`config.mk`:
```
export PLATFORM = sky130hd
export DESIGN_NAME = sha256_top
export DESIGN_NICKNAME = d
export VERILOG_FILES = /design/src/rtl/sha256_top.sv
export SDC_FILE = /design/constraint.sdc
export NUM_CORES = 2
export LEC_CHECK = 0
export BUFFER_PORTS_ARGS = -buffer_cell sky130_fd_sc_hd__buf_2
export CAP_MARGIN = 5
export CORE_ASPECT_RATIO = 0.7
export CORE_MARGIN = 1.5
export CORE_UTILIZATION = 40
export DETAILED_ROUTE_END_ITERATION = 10
export PLACE_DENSITY = 0.65
export REMOVE_ABC_BUFFERS = 1
export SYNTH_ARGS = -nofsm -noshare
export SYNTH_HDL_FRONTEND = slang
export SYNTH_SLANG_ARGS = --single-unit
export TNS_END_PERCENT = 10
```
`constraint.sdc`:
```
create_clock -name clk -period 128.6 [get_ports clk]
set_clock_uncertainty 0.1 [all_clocks]
set_input_delay 6.43 -clock clk [delete_from_list [all_inputs] [get_ports clk]]
set_output_delay 6.43 -clock clk [all_outputs]
set_load 0.01 [all_outputs]
```
`src/rtl/sha256_top.sv`:
```
// sha256_top: single-block SHA-256 compression core with a digest / PUF output selector.
// Ports: clk; rst (synchronous, active-low); init/next start pulses; sel (1 = digest, 0 = pufout);
//   block (pre-padded 512 bits, W0 in [511:480]); ready; digest_valid; digest/pufout (H0 in [255:224]).
// Build option: define SHA_DUAL_ROUND_EN for two rounds per cycle (34-cycle latency instead of 66).
module sha256_top (
  input  logic         clk,
  input  logic         rst,
  input  logic         init,
  input  logic         next,
  input  logic         sel,
  input  logic [511:0] block,
  output logic         ready,
  output logic         digest_valid,
  output logic [255:0] digest,
  output logic [255:0] pufout
);

`ifdef SHA_DUAL_ROUND_EN
  localparam int RPC = 2;  // rounds per ROUNDS cycle
`else
  localparam int RPC = 1;
`endif
  localparam logic [6:0] LAST_CNT = 7'(64 / RPC);

  localparam logic [255:0] IV = 256'h6a09e667_bb67ae85_3c6ef372_a54ff53a_510e527f_9b05688c_1f83d9ab_5be0cd19;

  localparam logic [31:0] K [64] = '{
    32'h428a2f98, 32'h71374491, 32'hb5c0fbcf, 32'he9b5dba5, 32'h3956c25b, 32'h59f111f1, 32'h923f82a4, 32'hab1c5ed5,
    32'hd807aa98, 32'h12835b01, 32'h243185be, 32'h550c7dc3, 32'h72be5d74, 32'h80deb1fe, 32'h9bdc06a7, 32'hc19bf174,
    32'he49b69c1, 32'hefbe4786, 32'h0fc19dc6, 32'h240ca1cc, 32'h2de92c6f, 32'h4a7484aa, 32'h5cb0a9dc, 32'h76f988da,
    32'h983e5152, 32'ha831c66d, 32'hb00327c8, 32'hbf597fc7, 32'hc6e00bf3, 32'hd5a79147, 32'h06ca6351, 32'h14292967,
    32'h27b70a85, 32'h2e1b2138, 32'h4d2c6dfc, 32'h53380d13, 32'h650a7354, 32'h766a0abb, 32'h81c2c92e, 32'h92722c85,
    32'ha2bfe8a1, 32'ha81a664b, 32'hc24b8b70, 32'hc76c51a3, 32'hd192e819, 32'hd6990624, 32'hf40e3585, 32'h106aa070,
    32'h19a4c116, 32'h1e376c08, 32'h2748774c, 32'h34b0bcb5, 32'h391c0cb3, 32'h4ed8aa4a, 32'h5b9cca4f, 32'h682e6ff3,
    32'h748f82ee, 32'h78a5636f, 32'h84c87814, 32'h8cc70208, 32'h90befffa, 32'ha4506ceb, 32'hbef9a3f7, 32'hc67178f2
  };

  typedef enum logic [1:0] {IDLE, ROUNDS, DONE} state_t;

  function automatic logic [31:0] rotr(input logic [31:0] x, input int n);
    return (x >> n) | (x << (32 - n));
  endfunction

  // Next schedule word W[t+16] from W[t+14], W[t+9], W[t+1], W[t].
  function automatic logic [31:0] sched(input logic [31:0] w14, input logic [31:0] w9,
                                        input logic [31:0] w1, input logic [31:0] w0);
    logic [31:0] s0, s1;
    s0 = rotr(w1, 7) ^ rotr(w1, 18) ^ (w1 >> 3);
    s1 = rotr(w14, 17) ^ rotr(w14, 19) ^ (w14 >> 10);
    return s1 + w9 + s0 + w0;
  endfunction

  // One compression round; s = {a,b,c,d,e,f,g,h}, wk = W[t] + K[t].
  function automatic logic [255:0] sha_round(input logic [255:0] s, input logic [31:0] wk);
    logic [31:0] a, b, c, d, e, f, g, h, t1, t2;
    {a, b, c, d, e, f, g, h} = s;
    t1 = h + (rotr(e, 6) ^ rotr(e, 11) ^ rotr(e, 25)) + ((e & f) ^ (~e & g)) + wk;
    t2 = (rotr(a, 2) ^ rotr(a, 13) ^ rotr(a, 22)) + ((a & b) ^ (a & c) ^ (b & c));
    return {t1 + t2, a, b, c, d + t1, e, f, g};
  endfunction

  function automatic logic [255:0] add8(input logic [255:0] x, input logic [255:0] y);
    logic [255:0] r;
    for (int i = 0; i < 8; i++) r[32*i +: 32] = x[32*i +: 32] + y[32*i +: 32];
    return r;
  endfunction

  state_t            state;
  logic [6:0]        cnt;
  logic [255:0]      h_reg;
  logic [255:0]      work;
  logic [255:0]      work_rnd;
  logic [255:0]      h_sum;
  logic [31:0]       w     [16];  // w[0] is the next schedule word to be consumed
  logic [31:0]       w_nxt [16];
  logic [32*RPC-1:0] wk;          // W+K registered one cycle ahead of its round
  logic [32*RPC-1:0] wk_nxt;

  // The W+K sum is pipelined: the first ROUNDS cycle (cnt = 0) only primes wk,
  // rounds execute for cnt = 1..LAST_CNT. This is the "load" cycle of the latency.
  always_comb begin
    for (int i = 0; i < 16 - RPC; i++) w_nxt[i] = w[i + RPC];
    w_nxt[16 - RPC] = sched(w[14], w[9], w[1], w[0]);
`ifdef SHA_DUAL_ROUND_EN
    w_nxt[15] = sched(w[15], w[10], w[2], w[1]);
    wk_nxt    = {w[0] + K[{cnt[4:0], 1'b0}], w[1] + K[{cnt[4:0], 1'b1}]};
    work_rnd  = sha_round(sha_round(work, wk[63:32]), wk[31:0]);
`else
    wk_nxt    = w[0] + K[cnt[5:0]];
    work_rnd  = sha_round(work, wk);
`endif
    h_sum = add8(h_reg, work);
  end

  always_ff @(posedge clk) begin
    if (!rst) begin
      state        <= IDLE;
      cnt          <= '0;
      h_reg        <= '0;
      ready        <= 1'b1;
      digest_valid <= 1'b0;
      digest       <= '0;
      pufout       <= '0;
    end else begin
      case (state)
        IDLE: begin
          if (init || next) begin
            if (init) begin
              h_reg <= IV;
              work  <= IV;
            end else begin
              work  <= h_reg;
            end
            for (int i = 0; i < 16; i++) w[i] <= block[511 - 32*i -: 32];
            cnt          <= '0;
            ready        <= 1'b0;
            digest_valid <= 1'b0;
            state        <= ROUNDS;
          end
        end
        ROUNDS: begin
          w  <= w_nxt;
          wk <= wk_nxt;
          if (cnt != 7'd0) work <= work_rnd;
          if (cnt == LAST_CNT) state <= DONE;
          else                 cnt   <= cnt + 7'd1;
        end
        DONE: begin
          h_reg <= h_sum;
          if (sel) digest <= h_sum;
          else     pufout <= h_sum;
          digest_valid <= 1'b1;
          ready        <= 1'b1;
          state        <= IDLE;
        end
        default: state <= IDLE;
      endcase
    end
  end

endmodule

```
==> metrics.md <==
| Metric | Value |
|---|---|
| Worst Setup End Kind | flop |
| Primary FF master, synth | edfxtp_1 |
| Setup Fix Bufs, Post-CTS | 0 |
| Place WS | ~120000 ps |
| Leading area contributor after synthesis | edfxtp_1 |
| Total wire length | 325000 µm |
| Clock transition at path regs | about 60 ps |
| Ys async rst share | 0% |
| Hold Path Stages | 2 |
| Worst slew pin tran | between 1000 and 1500 ps |
| Cell types occupying the most area after synthesis | edfxtp_1 27%, dfxtp_1 18%, nand2_1 10% |
| Via density | approximately 5.6 |
| Placer Congestion | around 0.98 |
| Setup ws final | 117540 ps |
| Clock Root Buffer | clkbuf_16 |
| DRT antenna net count | 0 |
| Die Y-Extent | about 400 µm |
| Post-synth top cells | 2492 x nand2_1, 850 x a21oi_1, 800 x edfxtp_1 |
| WP data arrival | approximately 11000 ps |
| Vias post-DR | a little under 80000 |
| Largest net degree at the start of global routing | 222 |
| Core area | 221000 µm² |
| Drt pass-1 iters | 8 |
| Minimum clock period | about 11000 ps |
| Syn avg cell area | 8.76 µm² |
| Global route overflow | 0 |
| Layout cells sized above 1 | between 10% and 20% |
| Clk sink count | 1579 |
| Post-synth EDFFs | 800 |
| Initial DRC Count | 8303 |
| Vias in the first global route | ~73000 |
| CTS tree | yes |
| Area grow syn2layout | 14.9% |
| I/O Pins | around 1000 |
| PortBufs | just over 1000 |
| RSZ-0062 raised after global routing | false |
| Fin nets | between 10000 and 15000 |
| Global-route wire length before repair | 471000 µm |
| Die W | 567 µm |
| Routed len/inst | between 20 and 25 µm |
| Fin. Hold Viols | 0 |
| Post-route clock period utilization | ~8.6% |
| HP Class | flop to flop |
| Yosys reg bits | about 1600 |
| CP Launch Type | input pin |
| Worst R2R Path Depth | 33 |
| Total CTS buffers | approximately 180 |
| Setup TNS | 0 ps |
| Req. time, crit path | between 100000 and 150000 ps |
| Max H-tree Level | 4 |
| CTS resizes | 0 |
| Count leader, synth | nand2_1 |
| Mapped cell area | approximately 89000 µm² |
| Clk buf depth | 4 |
| Most flops, register | w |
| All-Layer GR Usage | between 20% and 30% |
| Synth unique cells | 91 |
| Starting density of the core | just over 40% |
| FP Rows | 144 |
| Worst skew pair latency | approximately 860 ps |
| Yosys warns | 0 |
| CP max FO | 116 |
| Proportion of netlist area held by the largest area contributor | between 20% and 30% |
| Final setup fails | 0 |
| Rel. slew slack | 9.91% |
| Hpwl dp | approximately 240000 µm |
| Hold_buf cts | 0 |
| Max-Cap Viols | 0 |
| CP Class | input pin to flop |
| Max Freq | 90.4 MHz |
| Post-route DRC | 0 |
| Initial antenna violation count | 47 |
| Mapped Cells | 10200 |
| Post-synthesis sequential area ratio | between 40% and 50% |
| Max FFs per register | slightly above 500 |
| Outcome | finished, final reports clean |
| Die Footprint | ~230000 µm² |
| Max-slew violation count | 0 |
-- cell usage in the layout, fill, tap and decap left out, types with 20 or more instances in the layout --
cell          n
edfxtp_1    800
xor2_1      218
xnor2_1     372
fa_1        166
nand3_1     157
nand2b_1    151
inv_1       462
nor3_1       84
nor2b_1      49
or3_1        28
o31ai_1      34
o221a_2      75
a21o_1      239
ha_1        422
buf_4        75
buf_2      1028
nand2_1    2487
o21bai_1     51
clkbuf_1     30
a31oi_1      46
nand3b_1     40
a311oi_1     20
a22oi_1      54
mux2i_1      38
a21oi_1     850
nand4_1      31
o211ai_1     31
o21a_1       67
nor2_1      654
and2_1       23
and3_1       44
o21ai_0     705
a211oi_1    115
a22o_1       29
clkbuf_16   184
dfxtp_1     777
-- stage by stage --
stage / area [µm²] / hold WS, ps / util, % / std cells
final: 102000 / 350 / 46.4 / 13900
after global routing: 102000 / 361 / 46.4 / 13900
after CTS: 102000 / 353 / 46.4 / 13900
after detailed placement: 96500 / 344 / 43.7 / 13600
after global placement: 96500 / 339 / 43.7 / 13600
after floorplan: 86900 / 347 / - / 9583
-- cell families after synthesis --
family                   after synthesis  synth area share, %
AO/OA/AOI/OAI                       2486                 17.2
adder cells (fa/ha/maj)              592                 9.70
XOR/XNOR                             591                 5.82
AND/OR/NAND/NOR                     3818                 17.8
flip-flops                          1579                 44.5
multiplexers                          50                0.616
buffers and inverters               1059                 4.46
-- worst paths after layout --
path	startpoint	endpoint	slack, ps
worst min register to register	pufout[192]	pufout[192]	350
worst min-delay path	pufout[192]	pufout[192]	350
worst max-delay path	rst	work[194]	117540
worst max register to register	work[122]	work[254]	119250
-- area by class of cell --
cell class,count,area (µm²)
Timing Repair Buffer,1110,5830
Inverter,467,1760
Multi-Input combinational cell,7537,45600
Sequential cell,1579,39600
Clock buffer,232,4960
Clock inverter,75,897
Fill cell,21200,118000
Antenna cell,14,35.0
Tap cell,2920,3650
-- worst max-delay path, cell delays in order --
cell and delay (ps):
clkbuf_8 540, inv_8 400, nor3_2 290, buf_4 660, a21boi_4 280, buf_4 630, buf_4 970, buf_4 910
-- layer usage --
metal | global-route usage, % | vias to the layer above | share of wire [%]
met5 | 0 | - | 0.079
met1 | 37.0 | 37600 | 42
met2 | 43.9 | 3325 | 45
met3 | 6.00 | 532 | 9.3
li1 | - | 36300 | -
met4 | 9.74 | 44 | 3.8
Power is not shown: default switching activity piles up to over one toggle a cycle in this logic, so the estimate is an artifact.
